## src/rtl/matmul_job_sequencer.sv

```systemverilog
// Sequences one matrix-multiply job: streams X then Y into the multiplier RAM,
// kicks the multiplier, then streams Z back out with a valid/ready handshake.
module matmul_job_sequencer #(
  parameter int ADDR_WIDTH    = 32,
  parameter int DATA_WIDTH    = 32,
  parameter int X_ROWS        = 5,
  parameter int Y_COLS        = 5,
  parameter int X_COLS_Y_ROWS = 5
) (
  input  logic                  clk,
  input  logic                  rst,
  input  logic                  job_start,
  output logic                  job_busy,
  output logic                  job_done,
  output logic                  job_err,
  input  logic                  in_valid,
  output logic                  in_ready,
  input  logic [DATA_WIDTH-1:0] in_data,
  output logic                  out_valid,
  input  logic                  out_ready,
  output logic [DATA_WIDTH-1:0] out_data,
  output logic                  out_last,
  output logic                  mm_start,
  input  logic                  mm_busy,
  output logic [ADDR_WIDTH-1:0] mm_ram_addr,
  output logic                  mm_ram_wen,
  output logic [1:0]            mm_ram_sel,
  output logic [DATA_WIDTH-1:0] mm_ram_data_in,
  input  logic [DATA_WIDTH-1:0] mm_ram_data_out,
  output logic [3:0]            dbg_state
);

  localparam int NX     = X_ROWS * X_COLS_Y_ROWS;
  localparam int NY     = X_COLS_Y_ROWS * Y_COLS;
  localparam int NZ     = X_ROWS * Y_COLS;
  localparam int MAX_XY = (NX > NY) ? NX : NY;
  localparam int MAX_N  = (MAX_XY > NZ) ? MAX_XY : NZ;
  localparam int CNT_W  = $clog2(MAX_N + 1);

  localparam logic [CNT_W-1:0] NX_LAST = CNT_W'(NX - 1);
  localparam logic [CNT_W-1:0] NY_LAST = CNT_W'(NY - 1);
  localparam logic [CNT_W-1:0] NZ_LAST = CNT_W'(NZ - 1);

  localparam logic [1:0] SEL_X = 2'b00;
  localparam logic [1:0] SEL_Y = 2'b01;
  localparam logic [1:0] SEL_Z = 2'b10;

  typedef enum logic [3:0] {
    IDLE      = 4'd0,
    LOAD_X    = 4'd1,
    LOAD_Y    = 4'd2,
    START     = 4'd3,
    WAIT_BUSY = 4'd4,
    RUN       = 4'd5,
    READ_Z    = 4'd6,
    CAPTURE   = 4'd7,
    OUT       = 4'd8,
    DONE      = 4'd9
  } state_t;

  state_t                  state, state_nxt;
  logic [CNT_W-1:0]        cnt, cnt_nxt;
  logic [2:0]              wait_cnt, wait_nxt;
  logic                    err_nxt;
  logic                    valid_nxt;
  logic [DATA_WIDTH-1:0]   data_nxt;
  logic                    last_nxt;

  assign dbg_state = state;

  // Handshakes: a word moves on a rising edge where valid & ready are both 1;
  // the producer holds valid and its data stable until that edge.
  always_comb begin
    state_nxt      = state;
    cnt_nxt        = cnt;
    wait_nxt       = wait_cnt;
    err_nxt        = job_err;
    valid_nxt      = out_valid;
    data_nxt       = out_data;
    last_nxt       = out_last;
    in_ready       = 1'b0;
    mm_ram_wen     = 1'b0;
    mm_ram_sel     = SEL_Z;
    mm_ram_addr    = ADDR_WIDTH'(cnt);
    mm_ram_data_in = '0;
    mm_start       = 1'b0;
    job_done       = 1'b0;
    job_busy       = 1'b1;

    unique case (state)
      IDLE: begin
        job_busy    = 1'b0;
        mm_ram_sel  = SEL_X;
        mm_ram_addr = '0;
        if (job_start) begin
          state_nxt = LOAD_X;
          cnt_nxt   = '0;
          err_nxt   = 1'b0;
        end
      end
      LOAD_X: begin
        in_ready   = 1'b1;
        mm_ram_sel = SEL_X;
        if (in_valid) begin
          mm_ram_wen     = 1'b1;
          mm_ram_data_in = in_data;
          if (cnt == NX_LAST) begin
            cnt_nxt   = '0;
            state_nxt = LOAD_Y;
          end else begin
            cnt_nxt = cnt + 1'b1;
          end
        end
      end
      LOAD_Y: begin
        in_ready   = 1'b1;
        mm_ram_sel = SEL_Y;
        if (in_valid) begin
          mm_ram_wen     = 1'b1;
          mm_ram_data_in = in_data;
          if (cnt == NY_LAST) begin
            cnt_nxt   = '0;
            state_nxt = START;
          end else begin
            cnt_nxt = cnt + 1'b1;
          end
        end
      end
      START: begin
        mm_start  = 1'b1;
        wait_nxt  = '0;
        state_nxt = WAIT_BUSY;
      end
      WAIT_BUSY: begin
        // Eight cycles to see busy; a dead multiplier still yields a Z readout.
        if (mm_busy) begin
          state_nxt = RUN;
        end else if (wait_cnt == 3'd7) begin
          err_nxt   = 1'b1;
          cnt_nxt   = '0;
          state_nxt = READ_Z;
        end else begin
          wait_nxt = wait_cnt + 3'd1;
        end
      end
      RUN: begin
        if (!mm_busy) begin
          cnt_nxt   = '0;
          state_nxt = READ_Z;
        end
      end
      READ_Z: begin
        state_nxt = CAPTURE;
      end
      CAPTURE: begin
        valid_nxt = 1'b1;
        data_nxt  = mm_ram_data_out;
        last_nxt  = (cnt == NZ_LAST);
        state_nxt = OUT;
      end
      OUT: begin
        if (out_ready) begin
          valid_nxt = 1'b0;
          last_nxt  = 1'b0;
          if (out_last) begin
            state_nxt = DONE;
          end else begin
            cnt_nxt   = cnt + 1'b1;
            state_nxt = READ_Z;
          end
        end
      end
      DONE: begin
        job_done  = 1'b1;
        state_nxt = IDLE;
      end
      default: begin
        state_nxt = IDLE;
      end
    endcase

    // Reset wins over any in-flight handshake in the same cycle.
    if (rst) begin
      in_ready       = 1'b0;
      mm_ram_wen     = 1'b0;
      mm_ram_sel     = SEL_X;
      mm_ram_addr    = '0;
      mm_ram_data_in = '0;
      mm_start       = 1'b0;
      job_done       = 1'b0;
    end
  end

  always_ff @(posedge clk) begin
    if (rst) begin
      state     <= IDLE;
      cnt       <= '0;
      wait_cnt  <= '0;
      job_err   <= 1'b0;
      out_valid <= 1'b0;
      out_data  <= '0;
      out_last  <= 1'b0;
    end else begin
      state     <= state_nxt;
      cnt       <= cnt_nxt;
      wait_cnt  <= wait_nxt;
      job_err   <= err_nxt;
      out_valid <= valid_nxt;
      out_data  <= data_nxt;
      out_last  <= last_nxt;
    end
  end

endmodule
```

## config.mk

```make
export PLATFORM = sky130hd
export DESIGN_NAME = matmul_job_sequencer
export DESIGN_NICKNAME = d
export VERILOG_FILES = /design/src/rtl/matmul_job_sequencer.sv
export SDC_FILE = /design/constraint.sdc
export NUM_CORES = 1
export LEC_CHECK = 0
export CAP_MARGIN = 20
export CORE_UTILIZATION = 25
export DETAILED_ROUTE_END_ITERATION = 10
export PLACE_DENSITY = 0.67
export SLEW_MARGIN = 25
export SYNTH_ARGS = -nofsm -noshare
export SYNTH_HDL_FRONTEND = slang
export SYNTH_SLANG_ARGS = --single-unit
```

## constraint.sdc

```tcl
create_clock -name clk -period 4.3 [get_ports clk]
set_input_delay 1.29 -clock clk [delete_from_list [all_inputs] [get_ports clk]]
set_output_delay 1.29 -clock clk [all_outputs]
set_load 0.05 [all_outputs]
```

==> run metrics, run 1 <==
Final period util 86.6%; CP Cell Sequence clkdlybuf4s50_1 -> buf_4 -> and3_1 -> buf_12; nets 549; Initial DRC Count 109; via density per instance 4.65; hpwl dp 6360 um; critical path arrival 2.43 ns; Die Wd 105 um; Num CTS Buffers 5; # Post-CTS Setup Buffers 0; Final Max Slew Viols 0; critical path class input port to output port; post-synthesis cell type count 56; die area 11,100 um^2; Setup crit end mm_ram_data_in[14]; Worst-Skew Late Latency 0.29 ns; number of flops mapped to enable cells by yosys 0; final setup TNS 0 ns; Post-DP Area 4530 um^2; share of layout cells above drive strength 1 15.5%; DRT Wirelength 8500 um; port buffer count 152; Routed Antenna Nets 0; total clock sinks 47; Root Driver clkbuf_8; #FFs+latches synth 47; max_cap viols 0; Crit path depth 4; required time worst endpoint 3.01 ns; # resized after CTS 0; final instance area 4660 um^2; Tmin final 3.72 ns; Sw Share 42.4%; Vias 2,844; vias in the first global route 2,680; IO Pins 180; Die Y 105 um; crit-path leading delay family buffers and inverters; Worst R2R Path Depth 5; fin cells 612; pin count of the biggest net entering global routing 36; Startpoint Class input port; Fmax 0.269 GHz; RSZ-0062 raised after global routing no; total gr overflow 0; gr usage total 15.1%; Synth async-reset ratio 0%; Pleak 1.85 nW; synthesis warning total 0; routability cong. 0.799; Hold Fails Final Rpt 0; routed len/inst 13.9 um; hold buffers post-CTS 0; CP bufs+invs 3; clk buf depth 2; CP Launch Point in_valid; core area 10,400 um^2; initial antenna violation count 0; clock skew 0.00788 ns; total power per unit cell area 417 nW/um^2; Synth Instances 338; Synth Cell Area 2680 um^2; total power 1.94 mW; Hold Path Class flip-flop to flip-flop; H-tree depth 2; CP Capture Type output port; status complete, no violations; Sequential Power Share 26.3%; Setup violations, final 0; Ant. Diodes 0; Initial DRT Pass Iterations 4; first-pass GRT wire length 13,700 um; clock-pin slew on the worst setup and hold paths 0.08 ns; row cnt 37; placed cells 604; Psw 0.825 mW; synth-to-layout area growth 74.2%; r2r setup slk 2.07 ns; Hold Slack 0.457 ns; Clk pwr share 19.8%; critical path's slowest cell clkdlybuf4s50_1; Crit Path Max Fanout 35; worst r2r src dbg_state[1]; drt drc 0; Initial Utilization 25.8%; Int Pwr 1.12 mW; Comb pwr share 53.9%; R2R Path End dbg_state[2]; Top FF cell, synth dfxtp_1; max_slew headroom 52.3%; VDD IR max 0.146 mV; register area share after synthesis 35.2%; worst slew pin tran 0.714 ns; TritonCTS clock tree built; max incr delay on CP 0.46 ns; Synth Area per Inst 7.92 um^2
-- layer usage --
layer / GRT usage [%] / wire (um) / share of wire [%] / vias up
met5: 0 / 0 / 0 / -
met4: 3.02 / 59 / 0.69 / 0
met3: 4.89 / 837 / 9.9 / 6
met2: 26.6 / 4100 / 48 / 142
met1: 17.9 / 3500 / 41 / 1321
li1: - / - / - / 1375
-- cell usage in the layout, fill, tap and decap left out, drive strengths merged, types with 3 or more instances in the layout --
master         count
conb              27
ha                 4
inv                6
clkdlybuf4s50    108
nand2             73
nand3b             3
dfxtp             47
nor2              13
nor3               6
buf               50
a211oi             5
or2                3
a21oi             41
nand3              5
nand2b             4
clkbuf             6
and3              38
-- power by group through the flow --
stage | Clock (mW) | Sequential [mW] | Combinational, mW
4_1_cts | 0.400 | 0.510 | 1.05
5_1_grt | 0.418 | 0.517 | 1.10
3_3_place_gp | 0 | 0.518 | 1.03
3_5_place_dp | 0 | 0.520 | 1.05
2_1_floorplan | 0 | 0.558 | 0.676
6_report | 0.385 | 0.511 | 1.05
-- synth_stat cells (all sizes together) (2+ instances only) --
cell	n	area share [%]
nor3	6	1.7
a211oi	5	1.9
nor2	13	1.9
buf	32	8.9
inv	6	0.84
or4b	2	1.0
o31a	2	0.65
o22ai	2	0.47
clkbuf	22	3.1
dfxtp	47	35
or2	3	0.80
nand3	5	0.93
a32o	2	0.75
nand2b	4	0.93
nand3b	3	0.84
nor4b	2	0.65
nand2	73	10
a21oi	41	8.1
ha	4	1.9
and3	38	9.1
-- area by class of cell --
| type | instances | area (um^2) |
|---|---|---|
| clock buffers | 6 | 72.6 |
| multi-input cells | 257 | 1490 |
| inverters | 6 | 22.5 |
| repair buffers | 158 | 1900 |
| flip-flops and latches | 47 | 941 |
| well taps | 136 | 170 |
| fillers | 1002 | 5710 |
| clock inverters | 2 | 60.1 |
-- worst register-to-register path: stages, from the launching register on --
cell,delay [ns]
dfxtp_1,0.79
or4_1,0.39
nor2_1,0.11
nor4_4,0.46
o221ai_1,0.21
o211a_1,0.16
-- metrics by stage --
step	util, %	setup WS (ns)
after CTS	45.0	0.574
after detailed placement	43.7	0.593
after floorplan	-	-0.125
after global placement	43.7	0.596
final	45.0	0.577
after global routing	45.0	0.520
-- cells by family after synthesis --
logic type                 synth area share (%)
and+or+nand+nor                            31.1
AOI/OAI and AO/OA                          17.7
adders and majority gates                  1.87
muxes                                     0.795
buffers and inverters                      12.9
other                                     0.140
DFF                                        35.2
xor gates and xnor gates                  0.327
-- state kept, by name, indices dropped and copies added (netlist names) --
signal / count
out_valid: 1
out_data: 32
dbg_state: 4
job_err: 1
out_last: 1
wait_cnt: 3
cnt: 5
-- worst min path at each step --
| stage | startpoint | endpoint | slack (ns) | cells after the start |
|---|---|---|---|---|
| 3_5_place_dp | out_data[16] | out_data[16] | 0.45 | 2 |
| 5_1_grt | out_data[22] | out_data[22] | 0.48 | 2 |
| 3_3_place_gp | out_data[17] | out_data[17] | 0.44 | 2 |
| 6_report | out_data[4] | out_data[4] | 0.46 | 2 |
| 2_1_floorplan | wait_cnt[1] | wait_cnt[1] | 0.44 | 2 |
| 4_1_cts | out_data[16] | out_data[16] | 0.46 | 2 |
Note: power is estimated with default switching activity, not from simulation.
==> inputs of run 2 (changes only) <==
PLACE_DENSITY = 0.69   (was 0.67)
clock period = 3.3 ns   (was 4.3 ns; I/O delays follow)
==> run 2 against run 1 <==
Net effect: power grew 27%; critical endpoint is now job_busy; via count grew 0.46%; die area is the same; sequential power grew 24%; wire length is essentially flat; highest routed layer unchanged; sequential share of layout area shrank 0.16 points; utilization grew 0.36 points; sequential cell count is the same; register-to-register slack lost 0.89 ns; global-route usage is essentially flat; hold slack is essentially flat; clock skew shrank 0.0039 ns.
==> run metrics, run 2 (same netlist as run 1, synthesis figures left out) <==
first-pass GRT wire length 13,600 um (was 13,700 um); IO Pins 180 (unchanged); pin count of the biggest net entering global routing 36 (unchanged); drt drc 0 (unchanged); hold buffers post-CTS 0 (unchanged); total power per unit cell area 524 nW/um^2 (was 417 nW/um^2); critical path class flip-flop to output port (was input port to output port); Setup WS post-layout 0.204 ns (was 0.577 ns); total gr overflow 0 (unchanged); fin cells 618 (was 612); core area 10,400 um^2 (unchanged); r2r setup slk 1.18 ns (was 2.07 ns); max_slew headroom 56.7% (was 52.3%); die area 11,100 um^2 (unchanged); port buffer count 152 (unchanged); # resized after CTS 0 (unchanged); Routed Antenna Nets 0 (unchanged); row cnt 37 (unchanged); clock-pin slew on the worst setup and hold paths 0.09 ns (was 0.08 ns); Biggest register out_data (unchanged); max reg flops 32 (unchanged); synth-to-layout area growth 75.6% (was 74.2%); clk buf depth 2 (unchanged); gr usage total 15.1% (about the same); hpwl dp 6470 um (was 6360 um); worst slew pin tran 0.649 ns (was 0.714 ns); placed cells 610 (was 604); Final Max Slew Viols 0 (unchanged); CP Capture Type output port (unchanged); required time worst endpoint 2.31 ns (was 3.01 ns); Initial DRC Count 77 (was 109); routability cong. 0.761 (was 0.799); Crit Path Max Fanout 18 (was 35); Die Y 105 um (unchanged); Setup violations, final 0 (unchanged); Hold Path Stages 2 (unchanged); status complete, no violations (unchanged); Worst R2R Path Depth 6 (was 5); Hold Path Class flip-flop to flip-flop (unchanged); Fmax 0.323 GHz; RSZ-0062 raised after global routing no (unchanged); Num CTS Buffers 5 (unchanged); Final period util 93.8%; register area 941 um^2 (unchanged); routed len/inst 13.7 um (was 13.9 um); Root Driver clkbuf_8 (unchanged); TritonCTS clock tree built (unchanged); Initial Utilization 25.8% (unchanged); total clock sinks 47 (unchanged); Vias 2,857 (was 2,844); max_cap viols 0 (unchanged); most frequent cells in the layout 108 x clkdlybuf4s50_1, 73 x nand2_1, 47 x dfxtp_1, 40 x a21oi_1, 38 x buf_12 (was 108 x clkdlybuf4s50_1, 73 x nand2_1, 47 x dfxtp_1, 40 x a21oi_1, 37 x and3_1); Ant. Diodes 0 (unchanged); Pleak 1.88 nW (was 1.85 nW); Worst-Skew Late Latency 0.29 ns (about the same); initial antenna violation count 0 (unchanged); critical path arrival 2.11 ns (was 2.43 ns); VDD IR max 0.179 mV (was 0.146 mV); Hold Fails Final Rpt 0 (unchanged); clock skew 0.00396 ns (was 0.00788 ns); via density per instance 4.62 (was 4.65); Die Wd 105 um (unchanged); # Post-CTS Setup Buffers 0 (unchanged); Initial DRT Pass Iterations 4 (unchanged); multi-input logic area 1490 um^2 (unchanged); # fillers 1,022 (was 1,002); Hold Slack 0.457 ns (about the same); DRT Wirelength 8490 um (was 8500 um); Tmin final 3.10 ns; Startpoint Class flip-flop (was input port); nets 555 (was 549); commonest non-fill, non-tap cell in the layout clkdlybuf4s50_1 (unchanged); vias in the first global route 2,803 (was 2,680); Final Core Density 45.3% (was 45.0%); DP Worst Slack 0.246 ns (was 0.593 ns); share of layout cells above drive strength 1 16.6% (was 15.5%); H-tree depth 2 (unchanged)
-- run 2: cell count changes in the layout (fill, tap and decap cells not counted) --
cell,previous run,this run
buf_12,36,38
buf_4,13,17
bufinv_16,2,0
clkbuf_8,5,7
-- run 2: worst max-delay path: stages, from the launching register on --
cell,delay [ns]
dfxtp_1,0.49
or4_1,0.55
clkdlybuf4s50_1,0.76
-- run 2: metal layers --
metal | wire length (um) | GRT usage [%] | vias up
met2 | 4240 | 27.4 | 134
li1 | - | - | 1394
met5 | 0 | 0 | -
met1 | 3220 | 16.1 | 1319
met3 | 910 | 5.88 | 10
met4 | 121 | 4.12 | 0
-- run 2: final timing paths --
kind                startpoint           end
setup / recovery  dbg_state[3]      job_busy
hold / removal     out_data[1]   out_data[1]
setup reg to reg  dbg_state[3]  dbg_state[2]
hold reg to reg    out_data[1]   out_data[1]
-- run 2: layout make-up --
cell class / count / share of cell area [%]
timing repair buffer: 164 / 42.0
multi-input combinational: 257 / 31.7
sequential: 47 / 20.0
tap: 136 / 3.62
clock buffer: 8 / 2.13
inverter: 6 / 0.479
-- run 2: stage by stage --
stage	power (mW)	instance area, um^2	setup TNS (ns)
2_1_floorplan	1.61	2780	-1.05
3_3_place_gp	2.07	4600	0
3_5_place_dp	2.09	4600	0
4_1_cts	2.49	4700	0
5_1_grt	2.58	4700	0
6_report	2.46	4700	0
-- run 2: report_power, final --
part           internal [mW]  switching, mW
registers              0.600         0.0349
clock network          0.192          0.194
logic                  0.587          0.854
total                   1.38           1.08
